$ cat config.mk
export PLATFORM = sky130hd
export DESIGN_NAME = pc_sequencer_flat
export DESIGN_NICKNAME = d
export VERILOG_FILES = /design/src/rtl/pc_seq_pkg.sv /design/src/rtl/pc_sequencer_if.sv /design/src/rtl/pc_hist_pipe.sv /design/src/rtl/pc_sequencer.sv /design/src/flat_wrapper.sv
export SDC_FILE = /design/constraint.sdc
export NUM_CORES = 1
export LEC_CHECK = 0
export BUFFER_PORTS_ARGS = -buffer_cell sky130_fd_sc_hd__buf_2
export CORE_ASPECT_RATIO = 0.75
export CORE_MARGIN = 3
export CORE_UTILIZATION = 41
export CTS_CLUSTER_SIZE = 24
export DETAILED_ROUTE_END_ITERATION = 7
export GPL_TIMING_DRIVEN = 1
export PLACE_DENSITY = 0.6
export SLEW_MARGIN = 20
export SYNTH_ARGS = -nofsm -noshare
export SYNTH_HDL_FRONTEND = slang
export SYNTH_HIERARCHICAL = 1
export SYNTH_SLANG_ARGS = --single-unit
export TNS_END_PERCENT = 5
$ cat constraint.sdc
create_clock -name clk -period 8.1 [get_ports clk]
set_input_delay 1.62 -clock clk [delete_from_list [all_inputs] [get_ports clk]]
set_output_delay 1.62 -clock clk [all_outputs]
set_load 0.02 [all_outputs]
$ cat src/rtl/pc_seq_pkg.sv
// Shared encodings and default vectors for the program-counter sequencer.
package pc_seq_pkg;

    typedef enum logic [1:0] {
        ST_BOOT = 2'd0,
        ST_RUN  = 2'd1,
        ST_HALT = 2'd2
    } state_e;

    localparam logic [31:0] DEF_RESET_VECTOR = 32'h0000_0000;
    localparam logic [31:0] DEF_EXC_VECTOR   = 32'h0000_0180;
    localparam int          PC_STEP          = 4;

endpackage

$ cat src/rtl/pc_sequencer_if.sv
// Fetch port between the PC sequencer (master) and the instruction memory (slave).
interface pc_sequencer_if #(
    parameter int XLEN = 32
) ();

    logic [XLEN-1:0] pc_o;
    logic [XLEN-1:0] pc_plus4_o;
    logic            pc_valid_o;
    logic            if_ready_i;

    modport master (
        output pc_o,
        output pc_plus4_o,
        output pc_valid_o,
        input  if_ready_i
    );

    modport slave (
        input  pc_o,
        input  pc_plus4_o,
        input  pc_valid_o,
        output if_ready_i
    );

endinterface

$ cat src/rtl/pc_hist_pipe.sv
// Fetch-PC history: hist[0] is the newest accepted fetch PC, hist[HIST_DEPTH-1] the oldest.
module pc_hist_pipe #(
    parameter int XLEN       = 32,
    parameter int HIST_DEPTH = 2
) (
    input  logic                                clk,
    input  logic                                rst,
    input  logic                                en,
    input  logic [XLEN-1:0]                     din,
    output logic [HIST_DEPTH-1:0][XLEN-1:0]     hist
);

    // NOTE: the history is a handful of flops rather than a RAM, so it is reset
    // along with the rest of the sequencer; a stale entry would otherwise leak
    // into the first EPC or branch target after reset.
    always_ff @(posedge clk or posedge rst) begin
        if (rst) begin
            hist <= '0;
        end else if (en) begin
            hist[0] <= din;
            for (int k = 1; k < HIST_DEPTH; k++) begin
                hist[k] <= hist[k-1];
            end
        end
    end

endmodule

$ cat src/rtl/pc_sequencer.sv
// Next-PC selection for the fetch stage: fixed-priority redirect mux, FSM, EPC capture.
module pc_sequencer
    import pc_seq_pkg::*;
#(
    parameter int              XLEN         = 32,
    parameter int              HIST_DEPTH   = 2,
    parameter logic [XLEN-1:0] RESET_VECTOR = XLEN'(DEF_RESET_VECTOR),
    parameter logic [XLEN-1:0] EXC_VECTOR   = XLEN'(DEF_EXC_VECTOR)
) (
    input  logic                   clk,
    input  logic                   rst,
    input  logic                   stall_i,
    pc_sequencer_if.master         fetch,
    input  logic                   branch_i,
    input  logic                   zero_i,
    input  logic [XLEN-1:0]        br_offset_i,
    input  logic                   jump_i,
    input  logic [25:0]            jump_index_i,
    input  logic                   jr_i,
    input  logic [XLEN-1:0]        jr_target_i,
    input  logic                   exc_i,
    input  logic                   halt_i,
    input  logic                   resume_i,
    output logic [XLEN-1:0]        epc_o,
    output logic                   misalign_o,
    output logic [1:0]             state_o
);

    state_e                         state, state_nxt;
    logic [XLEN-1:0]                pc, pc_nxt, pc_plus4;
    logic [XLEN-1:0]                base, br_target, jmp_target, jr_target;
    logic [HIST_DEPTH-1:0][XLEN-1:0] hist;
    logic                           pc_valid, fire, active, mis_nxt;

    assign active = (state == ST_RUN) && !stall_i;
    assign fire   = pc_valid && fetch.if_ready_i && !stall_i;

    pc_hist_pipe #(
        .XLEN       (XLEN),
        .HIST_DEPTH (HIST_DEPTH)
    ) u_hist (
        .clk  (clk),
        .rst  (rst),
        .en   (fire),
        .din  (pc),
        .hist (hist)
    );

    // Late-resolved targets are relative to the resolving instruction, not to pc.
    assign base       = hist[HIST_DEPTH-1];
    assign pc_plus4   = pc + XLEN'(PC_STEP);
    assign br_target  = base + XLEN'(PC_STEP) + (br_offset_i << 2);
    assign jmp_target = {base[XLEN-1:28], jump_index_i, 2'b00};
    assign jr_target  = {jr_target_i[XLEN-1:2], 2'b00};

    // NOTE: every combinational output gets a default before the priority chain,
    // so no path through the ifs leaves a signal unassigned and infers a latch.
    always_comb begin
        pc_nxt  = pc;
        mis_nxt = 1'b0;
        if (exc_i) begin
            pc_nxt = EXC_VECTOR;
        end else if (active) begin
            if (jr_i) begin
                pc_nxt  = jr_target;
                mis_nxt = |jr_target_i[1:0];
            end else if (jump_i) begin
                pc_nxt = jmp_target;
            end else if (branch_i && zero_i) begin
                pc_nxt = br_target;
            end else if (fire) begin
                pc_nxt = pc_plus4;
            end
        end
    end

    always_ff @(posedge clk or posedge rst) begin
        if (rst) begin
            state <= ST_BOOT;
        end else begin
            state <= state_nxt;
        end
    end

    always_comb begin
        state_nxt = state;
        if (exc_i) begin
            state_nxt = ST_RUN;
        end else if (!stall_i) begin
            unique case (state)
                ST_BOOT: state_nxt = ST_RUN;
                ST_RUN:  if (halt_i)   state_nxt = ST_HALT;
                ST_HALT: if (resume_i) state_nxt = ST_RUN;
                default: state_nxt = ST_BOOT;
            endcase
        end
    end

    always_comb begin
        pc_valid = (state == ST_RUN);
        state_o  = state;
    end

    // NOTE: all sequential state uses non-blocking assignments so every register
    // samples the pre-edge values of its neighbours.
    always_ff @(posedge clk or posedge rst) begin
        if (rst) begin
            pc         <= RESET_VECTOR;
            epc_o      <= '0;
            misalign_o <= 1'b0;
        end else begin
            pc         <= pc_nxt;
            misalign_o <= mis_nxt;
            if (exc_i) begin
                epc_o <= (state == ST_BOOT) ? RESET_VECTOR : base;
            end
        end
    end

    assign fetch.pc_o       = pc;
    assign fetch.pc_plus4_o = pc_plus4;
    assign fetch.pc_valid_o = pc_valid;

endmodule

$ cat src/flat_wrapper.sv
// flat-port wrapper written by rule: the top's interface ports become plain ports
module pc_sequencer_flat import pc_seq_pkg::*;
#(
    parameter int              XLEN         = 32,
    parameter int              HIST_DEPTH   = 2,
    parameter logic [XLEN-1:0] RESET_VECTOR = XLEN'(DEF_RESET_VECTOR),
    parameter logic [XLEN-1:0] EXC_VECTOR   = XLEN'(DEF_EXC_VECTOR)
)
  (clk, rst, stall_i, branch_i, zero_i, br_offset_i, jump_i, jump_index_i, jr_i, jr_target_i, exc_i, halt_i, resume_i, epc_o, misalign_o, state_o, fetch_pc_o, fetch_pc_plus4_o, fetch_pc_valid_o, fetch_if_ready_i);
  pc_sequencer_if #(.XLEN(XLEN)) fetch_i ();
  input  logic clk;
  input  logic rst;
  input  logic stall_i;
  input  logic branch_i;
  input  logic zero_i;
  input  logic [XLEN-1:0] br_offset_i;
  input  logic jump_i;
  input  logic [25:0] jump_index_i;
  input  logic jr_i;
  input  logic [XLEN-1:0] jr_target_i;
  input  logic exc_i;
  input  logic halt_i;
  input  logic resume_i;
  output logic [XLEN-1:0] epc_o;
  output logic misalign_o;
  output logic [1:0] state_o;
  output wire logic [$bits(fetch_i.pc_o)-1:0] fetch_pc_o;
  output wire logic [$bits(fetch_i.pc_plus4_o)-1:0] fetch_pc_plus4_o;
  output wire logic [$bits(fetch_i.pc_valid_o)-1:0] fetch_pc_valid_o;
  input wire logic [$bits(fetch_i.if_ready_i)-1:0] fetch_if_ready_i;
  assign fetch_pc_o = fetch_i.pc_o;
  assign fetch_pc_plus4_o = fetch_i.pc_plus4_o;
  assign fetch_pc_valid_o = fetch_i.pc_valid_o;
  assign fetch_i.if_ready_i = fetch_if_ready_i;
  pc_sequencer #(.XLEN(XLEN), .HIST_DEPTH(HIST_DEPTH), .RESET_VECTOR(RESET_VECTOR), .EXC_VECTOR(EXC_VECTOR)) u_core (.clk(clk), .rst(rst), .stall_i(stall_i), .fetch(fetch_i), .branch_i(branch_i), .zero_i(zero_i), .br_offset_i(br_offset_i), .jump_i(jump_i), .jump_index_i(jump_index_i), .jr_i(jr_i), .jr_target_i(jr_target_i), .exc_i(exc_i), .halt_i(halt_i), .resume_i(resume_i), .epc_o(epc_o), .misalign_o(misalign_o), .state_o(state_o));
endmodule
==> results_dict.tcl <==
set metrics [dict create \
    cp_cell_sequence "nand3_1 -> nor2_1 -> and3_1 -> and4_1 -> nand3_1 -> xnor2_1 -> buf_2" \
    grt_pass1_wl_mm 43.7 \
    num_antenna_cells 0 \
    routed-wl-met3_mm 1.87 \
    met2RoutedLength_mm 11.6 \
    cts_inserted_buffers 17 \
    rsz0062_at_grt "no" \
    netlist_top_cells_area "dfrtp_1 (37%), mux2_4 (10%), ha_1 (8.3%)" \
    worst_slew_pin_slew_ps 1030 \
    async_flop_share 1.00 \
    clk_pin_slew_worst_paths_ps 60 \
    slew_headroom 0.314 \
    timing.max_cap.violations 0 \
    design.portCount 201 \
    layout-area-overhead-vs-synth_pct 20.0 \
    fp.dieArea_um2 23200 \
    finalMaxSlewViolations 0 \
    wl_met1_mm 14.3 \
    final_cells 1390 \
    timing.final.crit_period_ps 4610 \
    cts-resized-gates 0 \
    timing.critical_path.required_ps 6480 \
    route.detailed.drc 0 \
    synth_seq_area_share 0.374 \
    placementRows 45 \
    ctsRootBufferMaster "clkbuf_16" \
    io_port_bufs 198 \
    clock_insertion_delay_at_the_later_pin_of_the_skew_report_ps 420 \
    hold_path_class "flip-flop to flip-flop" \
    antenna_left 0 \
    setup-violations-final 0 \
    timing.setup.tns_ps 0 \
    cts-hold-fix-buffers 0 \
    finalCoreUtilization 0.510 \
    outcome "finished, final reports clean" \
    holdWs_ps 507 \
    powerDensity_nw_per_um2 258 \
    yosys.area.top_type_share 0.374 \
    setup.reg_to_reg.worst_slack_ps 4770 \
    route.vias.total 7610 \
    synth_warnings 6 \
    clock_sink_count 131 \
    startpoint_type "flip-flop" \
    number_of_antenna_violations_at_the_first_check_in_global_routing 0 \
    die_w_um 175 \
    post-route-period-util 0.569 \
    wl_per_cell_um 20.3 \
    grt_util_all_layers 0.243 \
    post_cts_repair_setup_buffers 0 \
    setup_slack_ps 3490 \
    synth.largest_area_cell "dfrtp_1" \
    grt_max_degree 68 \
    vdd_drop_max_mv 0.140 \
    synthMostInstantiatedCell "dfrtp_1" \
    critical_path.n_buffers_inverters 1 \
    post-place-cells 1359 \
    avgViaCountPerCell 5.47 \
    worst_path_largest_cell_delay_ps 480 \
    edff_count_synth 0 \
    critical_path.slowest_cell "dfrtp_1" \
    synth_common_cells "dfrtp_1 (131), nand2_1 (85), o21ai_0 (77)" \
    cts_htree_levels 4 \
    synth_cell_type_count 74 \
    syn-num-nets 1079 \
    report.power.total_mw 2.71 \
    vias_in_the_first_global_route 7391 \
    floorplan.initialDensity 0.425 \
    final_net_count 1256 \
    design_area_um2 10500 \
    finClkSkew_ps 9.45 \
    end_kind "output pin" \
    clock_path_buffers 2 \
    primary_flip_flop_cell_chosen_by_synthesis_mapping "dfrtp_1" \
    route.final.wire_length_mm 28.2 \
    critical-path-top-cell-by-count "nand3_1" \
    fp.dieH_um 133 \
    post-dp-hpwl_mm 20.1 \
    grt_residual_overflow 0 \
    synth_cells 919 \
    dr.first_iter.drc_count 637 \
    cp.arrival_ps 2990 \
    mappedNetlistArea_um2 8750 \
    post_route_cells_drive_above_1_share 0.298 \
    p_leak_nw 5.14 \
    synth_area_per_cell_um2 9.52 \
    design.core.area_um2 20600 \
    detailed_place.area_um2 9880 \
    critical_path_fanouts_max 6 \
    tritoncts_clock_tree "yes" \
    dpl_worst_slack_ps 3450 \
    number_of_flip_flops_and_latches_in_the_synthesized_netlist 131 \
    top_layer "met4" \
    maxClockFrequency_mhz 217 \
    critPathKind "flip-flop to output pin" \
    report.final.hold_viol_count 0 \
    place_congestion 0.912 \
    fillers 1961 \
    drt_pre_antenna_iters 5 \
    critical-path-top-delay-family "simple AND/OR/NAND/NOR gates" \
]
where the power goes:
| part | switching [mW] | leakage, nW | internal, mW |
|---|---|---|---|
| combinational | 0.581 | 3.11 | 0.421 |
| clock | 0.306 | 0.302 | 0.521 |
| sequential | 0.111 | 1.73 | 0.774 |
cell type report:
class | count | area [um2] | area share
clock buffer | 18 | 439 | 0.0418
clock inverter | 13 | 185 | 0.0176
inverter | 65 | 244 | 0.0232
multi-input combinational | 671 | 4920 | 0.469
sequential | 131 | 3280 | 0.312
tap | 282 | 353 | 0.0336
timing repair buffer | 210 | 1080 | 0.103
cells in the final DEF, fill, tap and decap left out, types with 5 or more instances in the layout:
cell type and instances:
a211oi_1 11, a21o_1 9, a21oi_1 60, a22o_1 5, a31oi_1 7, and2_1 7, and3_1 6, buf_2 198
buf_4 12, clkbuf_16 17, dfrtp_1 131, ha_1 58, inv_1 63, mux2_4 60, mux2i_1 6, nand2_1 85
nand2b_1 6, nand3_1 22, nand4_1 12, nor2_1 65, nor3_1 16, o21a_1 7, o21ai_0 77, o22ai_1 16
o41ai_1 5, or3_1 5, xnor2_1 35, xor2_1 12
flip-flops by register name, summed over array words and instances, names as in the netlist:
name,flops
u_core/epc_o,32
u_core/fetch.pc_o,32
u_core/misalign_o,1
u_core/state_o,2
u_core/u_hist/hist,64
cells by family after synthesis:
kind of cell	after synthesis	share of synthesized area
multiplexers	70	0.115
buffers and inverters	117	0.0643
XOR/XNOR	47	0.0470
AND/OR/NAND/NOR	257	0.143
flip-flops	131	0.374
adder cells (fa/ha/maj)	59	0.0852
AO/OA/AOI/OAI	238	0.171
metal layers:
metal,global-route usage,vias up
met2,0.345,315
li1,-,3632
met3,0.0513,25
met1,0.373,3638
met4,0.0624,0
met5,0,-
worst paths after layout:
path	start	end	cells past startpoint
min in group asynchronous	rst	u_core/u_hist/hist[37]	3
worst max register to register	u_core/u_hist/hist[35]	u_core/fetch.pc_o[31]	12
max in group asynchronous	rst	u_core/fetch.pc_o[22]	3
worst max-delay path	u_core/fetch.pc_o[2]	fetch_pc_plus4_o[29]	7
worst min register to register	u_core/u_hist/hist[27]	u_core/u_hist/hist[27]	1
worst min-delay path	u_core/u_hist/hist[27]	u_core/u_hist/hist[27]	1
(Power assumes the default switching activity.)
